$ cat src/rtl/sram_bus_arbiter.sv
// Single-outstanding arbiter sharing one SRAM-like bus between instruction fetch and data memory.
// Define SRAM_ARB_RR_EN to alternate the grant when both sides request; otherwise data always wins.
module sram_bus_arbiter #(
   parameter int ADDR_W = 32
) (
   input  logic              clk,
   input  logic              rst,
   input  logic              i_req,
   input  logic [ADDR_W-1:0] i_addr,
   output logic [31:0]       i_rdata,
   output logic              i_done,
   input  logic              d_req,
   input  logic              d_wr,
   input  logic [1:0]        d_size,
   input  logic [3:0]        d_sel,
   input  logic [ADDR_W-1:0] d_addr,
   input  logic [31:0]       d_wdata,
   output logic [31:0]       d_rdata,
   output logic              d_done,
   output logic              stallreq_from_if,
   output logic              stallreq_from_mem,
   output logic              bus_req,
   output logic              bus_wr,
   output logic [1:0]        bus_size,
   output logic [3:0]        bus_wstrb,
   output logic [ADDR_W-1:0] bus_addr,
   output logic [31:0]       bus_wdata,
   input  logic              bus_addr_ok,
   input  logic              bus_data_ok,
   input  logic [31:0]       bus_rdata
);

   typedef enum logic [1:0] {IDLE, ADDR, DATA} state_t;

   state_t state, state_nxt;
   logic   gnt_d;
   logic   i_elig, d_elig, pick_d, grant;

   // A side retiring on this edge must not be granted again with the same request.
   assign i_elig = i_req & ~i_done;
   assign d_elig = d_req & ~d_done;
   assign grant  = (state == IDLE) & (i_elig | d_elig);

`ifdef SRAM_ARB_RR_EN
   logic last_d;

   assign pick_d = d_elig & (~i_elig | ~last_d);

   always_ff @(posedge clk) begin
      if (rst)        last_d <= 1'b0;
      else if (grant) last_d <= pick_d;
   end
`else
   assign pick_d = d_elig;
`endif

   always_ff @(posedge clk) begin
      if (rst) state <= IDLE;
      else     state <= state_nxt;
   end

   always_comb begin
      state_nxt = state;
      case (state)
         IDLE:    if (i_elig | d_elig) state_nxt = ADDR;
         ADDR:    if (bus_addr_ok)     state_nxt = DATA;
         DATA:    if (bus_data_ok)     state_nxt = IDLE;
         default: state_nxt = IDLE;
      endcase
   end

   // Bus fields are frozen at grant so requester-side changes cannot disturb the transaction.
   always_ff @(posedge clk) begin
      if (rst) begin
         gnt_d     <= 1'b0;
         bus_wr    <= 1'b0;
         bus_size  <= 2'd0;
         bus_wstrb <= 4'd0;
         bus_addr  <= '0;
         bus_wdata <= 32'd0;
         i_rdata   <= 32'd0;
         d_rdata   <= 32'd0;
         i_done    <= 1'b0;
         d_done    <= 1'b0;
      end else begin
         i_done <= 1'b0;
         d_done <= 1'b0;
         if (grant) begin
            gnt_d <= pick_d;
            if (pick_d) begin
               bus_wr    <= d_wr;
               bus_size  <= d_size;
               bus_wstrb <= d_wr ? d_sel : 4'd0;
               bus_addr  <= d_addr;
               bus_wdata <= d_wdata;
            end else begin
               bus_wr    <= 1'b0;
               bus_size  <= 2'd2;
               bus_wstrb <= 4'd0;
               bus_addr  <= i_addr;
               bus_wdata <= 32'd0;
            end
         end
         if ((state == DATA) && bus_data_ok) begin
            if (gnt_d) begin
               d_rdata <= bus_rdata;
               d_done  <= 1'b1;
            end else begin
               i_rdata <= bus_rdata;
               i_done  <= 1'b1;
            end
         end
      end
   end

   assign bus_req           = (state == ADDR);
   assign stallreq_from_if  = i_req & ~i_done;
   assign stallreq_from_mem = d_req & ~d_done;

endmodule
$ cat config.mk
export PLATFORM = sky130hd
export DESIGN_NAME = sram_bus_arbiter
export DESIGN_NICKNAME = d
export VERILOG_FILES = /design/src/rtl/sram_bus_arbiter.sv
export SDC_FILE = /design/constraint.sdc
export NUM_CORES = 1
export LEC_CHECK = 0
export ABC_AREA = 1
export BUFFER_PORTS_ARGS = -buffer_cell sky130_fd_sc_hd__buf_2
export CORE_AREA = 2 2 115 117
export CTS_BUF_LIST = sky130_fd_sc_hd__clkbuf_8
export CTS_CLUSTER_DIAMETER = 80
export DETAILED_ROUTE_END_ITERATION = 12
export DIE_AREA = 0 0 117 119
export GPL_TIMING_DRIVEN = 0
export PLACE_DENSITY_LB_ADDON = 0.1
export SLEW_MARGIN = 20
export SYNTH_ARGS = -nofsm -noshare
export SYNTH_HDL_FRONTEND = slang
export SYNTH_SLANG_ARGS = --single-unit
$ cat constraint.sdc
create_clock -name clk -period 1.8 [get_ports clk]
set_clock_uncertainty 0.2 [all_clocks]
set_input_delay 0.36 -clock clk [delete_from_list [all_inputs] [get_ports clk]]
set_output_delay 0.36 -clock clk [all_outputs]
set_load 0.01 [all_outputs]
==> results.yml, run 1 <==
die:
  initial_core_util_pct: 46.0
  die_x_um: 117
  row_count: 42
  io-pin-count: 281
  dieArea_sq_mm: 0.0139
  die_h_um: 119
  core_area_sq_mm: 0.0129
clocking:
  clock_sinks: 140
  clock_path_buffers: 2
  cts-buffers-inserted: 17
  clkTransAtPathRegs_ps: 80
  clock_latency_ps: 450
  cts_tree: "built"
  cts_htree_levels: 4
  clockRootBuffer: "clkbuf_8"
timing:
  finalSetupViolCount: 0
  fmax_ghz: 0.582
  tightest_slew_ps: 548
  period_share_pct: 95.5
  min_period_ps: 1720
  hold_viol_final: 0
  slew_viol_final: 0
  rsz0062_at_grt: "no"
  fin_hold_ws_ps: 21.4
  fin_tns_setup_ps: 0
  max_slew_margin_pct: 63.5
global_routing:
  overflow: 0
  grt_pass1_vias: 6328
  grt_pass1_wl_mm: 29.4
  grt_max_degree: 17
  grt.total_usage_pct: 26.9
  antenna_found_initial: 0
place:
  hpwl_mm: 13.5
  gp_congestion: 0.831
  numPortBuffers: 280
  dpl_cell_area_sq_mm: 0.00754
setup_path:
  crit_fanout: 3
  criticalPathCategory: "flip-flop to output pin"
  cp.arrival_ps: 1160
  required_ps: 1240
  end_kind: "output pin"
  cp-start-kind: "flip-flop"
logic_synthesis:
  synth.most_common_cell: "nand2_1"
  synth_top_cell_by_area: "dfxtp_1"
  synth_seq_cells: 140
  synth_top_family_by_area: "simple AND/OR/NAND/NOR gates"
  yosysWarnings: 0
  ys_seq_area_share_pct: 47.3
  synthMuxAreaShare_pct: 0
  synth_compound_area_share_pct: 6.34
  synth_top_flop_cell: "dfxtp_1"
  synthSimpleGateAreaFrac_pct: 36.1
  syn_avg_cell_area_sq_um: 6.84
  synthAdderAreaFrac_pct: 0
  synthArstFlopShare_pct: 0
  synth_cells: 865
  synth_area_leaders: "dfxtp_1 (47%), nand2_1 (19%), nor2_1 (8.4%)"
  synth_cell_types: 17
  synth_xor_area_share_pct: 0
  synth_top_area_share_pct: 47.3
  synth_common_cells: "nand2_1 (304), dfxtp_1 (140), nor2_1 (132), a21oi_1 (74), inv_1 (73)"
  synth-edff-count: 0
  syn-num-nets: 1006
  netlist_area_sq_mm: 0.00592
final_layout:
  nFillCells: 1133
  area_growth_pct: 47.0
  final_cell_area_sq_mm: 0.00870
  nNetsFinal: 1378
  n_antenna_cell: 0
  final_layout_size_suffix_gt1_share_pct: 28.6
job:
  maxCapViolations: 0
detailed_routing:
  wl_per_cell_um: 13.4
  drt_iter0_drc: 298
  vias_per_cell: 4.74
  drtPass1Iterations: 4
  num_vias: 6761
  ant_nets: 0
  drcViolationCount: 0
  drt-total-wl_mm: 19.2
outcome:
  status: "complete, no violations"
pwr:
  vdd_drop_max_mv: 0.505
  p_per_area_mw_per_mm2: 859
  leakage_nw: 4.53
min_path:
  hold_path_class: "input pin to flip-flop"
[sequential cells by signal, summed over array words and instances (netlist names), 2 cells and up]
signal,flops
bus_addr,32
bus_size,2
bus_wdata,32
bus_wstrb,4
d_rdata,32
i_rdata,32
state,2
[through the flow]
stage / setup slack [ps] / total power [W] / util, % / std cells
after floorplan: 373 / 0.00414 / - / 865
after CTS: 29.4 / 0.00751 / 67.6 / 1426
after global routing: 3.82 / 0.00782 / 67.6 / 1426
after detailed placement: -15.0 / 0.00467 / 58.6 / 1321
final: 81.5 / 0.00748 / 67.6 / 1426
after global placement: 1.84 / 0.00466 / 58.6 / 1321
[metal layers]
metal | part of all wire [%] | up-vias | wire length [um] | GRT usage (%)
met4 | 3.2 | 0 | 622 | 12.4
met1 | 42 | 3024 | 8030 | 30.9
met3 | 6.7 | 49 | 1280 | 6.16
met5 | 0 | - | 0 | 0
met2 | 48 | 239 | 9230 | 46.7
li1 | - | 3449 | - | -
[placed cells by master, fill, tap and decap left out, drive strengths merged, types with 4 or more instances in the layout]
cell	Yosys	routed
a21oi	74	74
dfxtp	140	140
dlygate4sd3	0	72
inv	75	79
nand2	306	306
bufinv	0	4
nor2	136	136
clkbuf	22	40
nand4	68	68
buf	41	322
[worst max-delay path, cell delays in order, from the launching register on]
cell and delay [ps]:
dfxtp_1 330, nor2_1 130, buf_4 140, buf_2 120
[area by class of cell]
| class | count | area [sq um] | area share (%) |
|---|---|---|---|
| Sequential cell | 140 | 2810 | 32.2 |
| Clock inverter | 14 | 178 | 2.04 |
| Inverter | 75 | 282 | 3.23 |
| Tap cell | 176 | 220 | 2.53 |
| Buffer | 63 | 329 | 3.78 |
| Multi-Input combinational cell | 587 | 2510 | 28.9 |
| Clock buffer | 18 | 248 | 2.85 |
| Timing Repair Buffer | 353 | 2130 | 24.5 |
[path summary, 6_finish.rpt]
| check | to | slack, ps | cells past startpoint | start |
|---|---|---|---|---|
| hold / removal | bus_addr[30] | 20 | 5 | d_addr[30] |
| hold reg to reg | bus_wdata[10] | 260 | 2 | bus_wdata[10] |
| setup / recovery | stallreq_from_mem | 80 | 3 | d_done |
| setup reg to reg | bus_wdata[4] | 140 | 8 | d_done |
[logic make-up after synthesis]
family | Yosys count
AO/OA/AOI/OAI | 75
buffers and inverters | 138
flip-flops | 140
AND/OR/NAND/NOR | 512
[timing repair]
item | in CTS | in global routing
hold endpoints to repair | 73 | 0
setup buffers | 1 | 0
gates resized for setup | 3 | 1
setup endpoints to repair | 2 | 1
hold buffers | 72 | 0
[power breakdown]
group	leakage [nW]	internal [W]	total (W)	switching, W
combinational	3.16	0.000586	0.00139	0.000806
sequential	1.14	0.00327	0.00335	0.0000812
clock	0.219	0.00153	0.00274	0.00122
(Power assumes the default switching activity.)
==> run 2, diff against run 1 <==
Settings changed: GPL_TIMING_DRIVEN 0 to not set.
==> results.yml, run 2 (synthesis gave the netlist of run 1 again) <==
die:
  dieArea_sq_mm: 0.0139
  die_h_um: 119
  die_x_um: 117
  io-pin-count: 281
  initial_core_util_pct: 46.0
  row_count: 42
  core_area_sq_mm: 0.0129
pwr:
  p_per_area_mw_per_mm2: 834
  leakage_nw: 4.52
  vdd_drop_max_mv: 0.491
  finalPower_w: 0.00727
place:
  dpl_cell_area_sq_mm: 0.00748
  gp_congestion: 0.790
  numPortBuffers: 280
  hpwl_mm: 11.7
final_layout:
  nNetsFinal: 1344
  final_cell_mix: "nand2_1 (304), buf_2 (280), dfxtp_1 (138)"
  final_layout_size_suffix_gt1_share_pct: 28.8
  n_antenna_cell: 0
  fin_util_pct: 67.7
  area_growth_pct: 47.1
  final_common_cell: "nand2_1"
  final_cell_area_sq_mm: 0.00871
  nFillCells: 1173
setup_path:
  end_kind: "output pin"
  cp-start-kind: "flip-flop"
  slowest_stage: "dfxtp_4"
  critPathTopFamily: "flip-flops"
  cp_cell_sequence: "nor2_4 > buf_12 > buf_2"
  criticalPathCategory: "flip-flop to output pin"
  crit_fanout: 5
  critPathBufInv: 2
  cp.arrival_ps: 1160
  slowest_delay_ps: 350
  required_ps: 1240
min_path:
  hold_path_class: "input pin to flip-flop"
timing:
  fmax_ghz: 0.582
  tightest_slew_ps: 359
  slew_viol_final: 0
  period_share_pct: 95.5
  finalSetupViolCount: 0
  min_period_ps: 1720
  max_slew_margin_pct: 76.1
  fin_hold_ws_ps: 31.1
  rsz0062_at_grt: "no"
  fin_tns_setup_ps: 0
  hold_viol_final: 0
global_routing:
  grt_pass1_vias: 5957
  antenna_found_initial: 0
  grt.total_usage_pct: 25.5
  grt_pass1_wl_mm: 28.2
  overflow: 0
  grt_max_degree: 76
clocking:
  cts_tree: "built"
  clkTransAtPathRegs_ps: 70
  clock_latency_ps: 440
  cts-buffers-inserted: 17
  clock_path_buffers: 2
  cts_htree_levels: 4
  clock_sinks: 140
  clockRootBuffer: "clkbuf_8"
detailed_routing:
  drcViolationCount: 0
  num_vias: 6574
  vias_per_cell: 4.73
  drt_iter0_drc: 354
  ant_nets: 0
  drtPass1Iterations: 5
  drt-total-wl_mm: 18.2
  wl_per_cell_um: 13.1
outcome:
  status: "complete, no violations"
job:
  maxCapViolations: 0
## run 2: cell types whose count changed in the layout (fill, tap and decap cells not counted), sizes merged
cell and change:
buf -12, clkinvlp -1, bufinv -1, clkinv -1, bufbuf +1, clkbuf -21
dlygate4sd3 -1
## run 2: metal layers
metal / wire (um) / GRT usage (%) / up-vias
li1: - / - / 3377
met1: 7580 / 29.8 / 2935
met2: 8900 / 43.2 / 228
met3: 1300 / 7.12 / 34
met4: 442 / 10.8 / 0
met5: 0 / 0 / -
## run 2: tightest hold or removal path, stage by stage
cell     delay, ps
buf_2           70
nand2_1         40
nand2_1         50
nor2_1          30
nor2_1          80
## run 2: power breakdown
part	total [W]	switching, W	internal, W	leakage [nW]
clock	0.00253	0.00113	0.00140	0.208
combinational	0.00138	0.000779	0.000604	3.17
sequential	0.00335	0.0000873	0.00327	1.14
## run 2: what timing repair did
item | 4_1_cts | 5_1_grt
pin swaps | 1 | 1
buffers inserted | 1 | 8
endpoints found under the setup margin | 2 | 3
endpoints found under the hold margin | 72 | 0
gates cloned | 1 | 0
hold buffers | 71 | 0
gates resized for setup | 4 | 5
## run 2: cell type report
type / count / area (sq um) / share of cell area [%]
Clock inverter: 11 / 130 / 1.49
Multi-Input combinational cell: 587 / 2530 / 29.0
Tap cell: 176 / 220 / 2.53
Clock buffer: 19 / 262 / 3.00
Timing Repair Buffer: 382 / 2480 / 28.4
Inverter: 75 / 282 / 3.23
Sequential cell: 140 / 2810 / 32.3
## run 2: metrics by stage
stage	worst slack (ps)	instances
final	81.4	1390
after global placement	222	1279
after detailed placement	206	1279
after floorplan	373	865
after CTS	7.50	1382
after global routing	6.80	1390
## run 2: worst paths after layout
path	end	start	depth (start not counted)	slack [ps]
setup / recovery	stallreq_from_mem	d_done	3	80
hold / removal	bus_addr[30]	d_addr[30]	5	30
hold reg to reg	d_rdata[9]	d_rdata[9]	2	260
setup reg to reg	bus_addr[2]	d_done	8	200
==> run 3, diff against run 2 <==
Settings changed: CORE_AREA 2 2 115 117 to 2 2 116 118, CTS_BUF_LIST sky130_fd_sc_hd__clkbuf_8 to not set, DIE_AREA 0 0 117 119 to 0 0 118 120.
==> results.yml, run 3 (synthesis gave the netlist of run 1 again) <==
setup_path:
  required_ps: 1240
  cp-start-kind: "flip-flop"
  cp.arrival_ps: 1200
  slowest_stage: "dfxtp_2"
  cp_cell_sequence: "nor2_4 > buf_12 > buf_2"
  slowest_delay_ps: 350
  rr_worst_depth: 7
  criticalPathCategory: "flip-flop to output pin"
  end_kind: "output pin"
  r2r_slack_ps: 200
  crit_fanout: 13
die:
  row_count: 42
  dieArea_sq_mm: 0.0142
  die_x_um: 118
  die_h_um: 120
  io-pin-count: 281
  initial_core_util_pct: 45.6
  core_area_sq_mm: 0.0130
place:
  hpwl_mm: 11.9
  gp_congestion: 0.820
  numPortBuffers: 280
timing:
  finalSetupViolCount: 0
  slew_viol_final: 0
  hold_viol_final: 0
  min_period_ps: 1760
  tightest_slew_ps: 361
  period_share_pct: 97.7
  fmax_ghz: 0.568
  rsz0062_at_grt: "no"
  fin_tns_setup_ps: 0
  max_slew_margin_pct: 76.0
clocking:
  clkTransAtPathRegs_ps: 50
  cts_htree_levels: 4
  clock_path_buffers: 2
  clockRootBuffer: "clkbuf_16"
  clock_latency_ps: 410
  cts-buffers-inserted: 17
  clock_sinks: 140
  cts_tree: "built"
final_layout:
  nFillCells: 1254
  seqCellArea_sq_mm: 0.00281
  multi_input_area_sq_mm: 0.00252
  nNetsFinal: 1294
  final_cell_mix: "nand2_1 (304), buf_2 (280), dfxtp_1 (138)"
  final_layout_size_suffix_gt1_share_pct: 29.5
  area_growth_pct: 42.1
  n_antenna_cell: 0
  final_common_cell: "nand2_1"
pwr:
  p_per_area_mw_per_mm2: 956
  leakage_nw: 4.38
  vdd_drop_max_mv: 0.576
  finalPower_w: 0.00804
detailed_routing:
  wl_per_cell_um: 13.2
  vias_per_cell: 4.74
  drtPass1Iterations: 4
  drt_iter0_drc: 355
  drcViolationCount: 0
  drt-total-wl_mm: 17.8
  num_vias: 6362
  ant_nets: 0
global_routing:
  grt.total_usage_pct: 25.2
  grt_max_degree: 65
  antenna_found_initial: 0
  grt_pass1_vias: 5904
  overflow: 0
  grt_pass1_wl_mm: 28.9
outcome:
  status: "complete, no violations"
min_path:
  hold_path_class: "input pin to flip-flop"
  whs_path_depth: 3
job:
  maxCapViolations: 0
==> run 3: worst max-delay path, delay by kind of cell, from the launching register on <==
kind / cells / cell delay [ps]
flops: 1 / 350
buf+inv: 2 / 280
simple gates: 1 / 150
==> run 3: layout make-up <==
type,instances,share of cell area [%]
clock buffers,24,5.72
repair buffers,332,23.9
flip-flops and latches,140,33.3
inverters,75,3.35
well taps,176,2.62
clock inverters,7,1.06
multi-input cells,587,30.0
==> run 3: what timing repair did <==
item / in CTS / in global routing
gates cloned: 1 / 0
pin swaps: 1 / 1
hold buffers: 28 / 0
endpoints found under the hold margin: 28 / 0
setup buffers: 1 / 1
gates resized for setup: 3 / 1
endpoints found under the setup margin: 2 / 1
==> run 3: metal layers <==
layer | wire [um] | global-route usage, % | share of wire (%) | up-vias
met3 | 1450 | 8.17 | 8.2 | 32
met5 | 0 | 0 | 0 | -
met1 | 7450 | 29.7 | 42 | 2831
li1 | - | - | - | 3267
met4 | 377 | 9.34 | 2.1 | 0
met2 | 8470 | 42.9 | 48 | 232
==> run 3: final timing paths <==
path,start,endpoint
setup / recovery,d_done,stallreq_from_mem
hold / removal,d_wdata[1],bus_wdata[1]
setup reg to reg,state[1],i_rdata[6]
hold reg to reg,bus_wdata[11],bus_wdata[11]
==> run 3: report_power, final <==
| group | leakage (nW) | total, W | switching, W | internal, W |
|---|---|---|---|---|
| Sequential | 1.14 | 0.00336 | 0.0000881 | 0.00327 |
| Clock | 0.284 | 0.00339 | 0.00125 | 0.00213 |
| Combinational | 2.96 | 0.00129 | 0.000757 | 0.000536 |
==> run 3: metrics by stage <==
stage	setup WS (ps)	utilization [%]	std cells	hold WS, ps	instance area, sq um
global route	1.05	64.8	1341	12.9	8410
floorplan	373	-	865	283	5920
detailed placement	210	57.8	1279	249	7510
CTS	22.8	64.8	1340	0.123	8410
global placement	220	57.8	1279	245	7510
finish	41.0	64.8	1341	10.8	8410
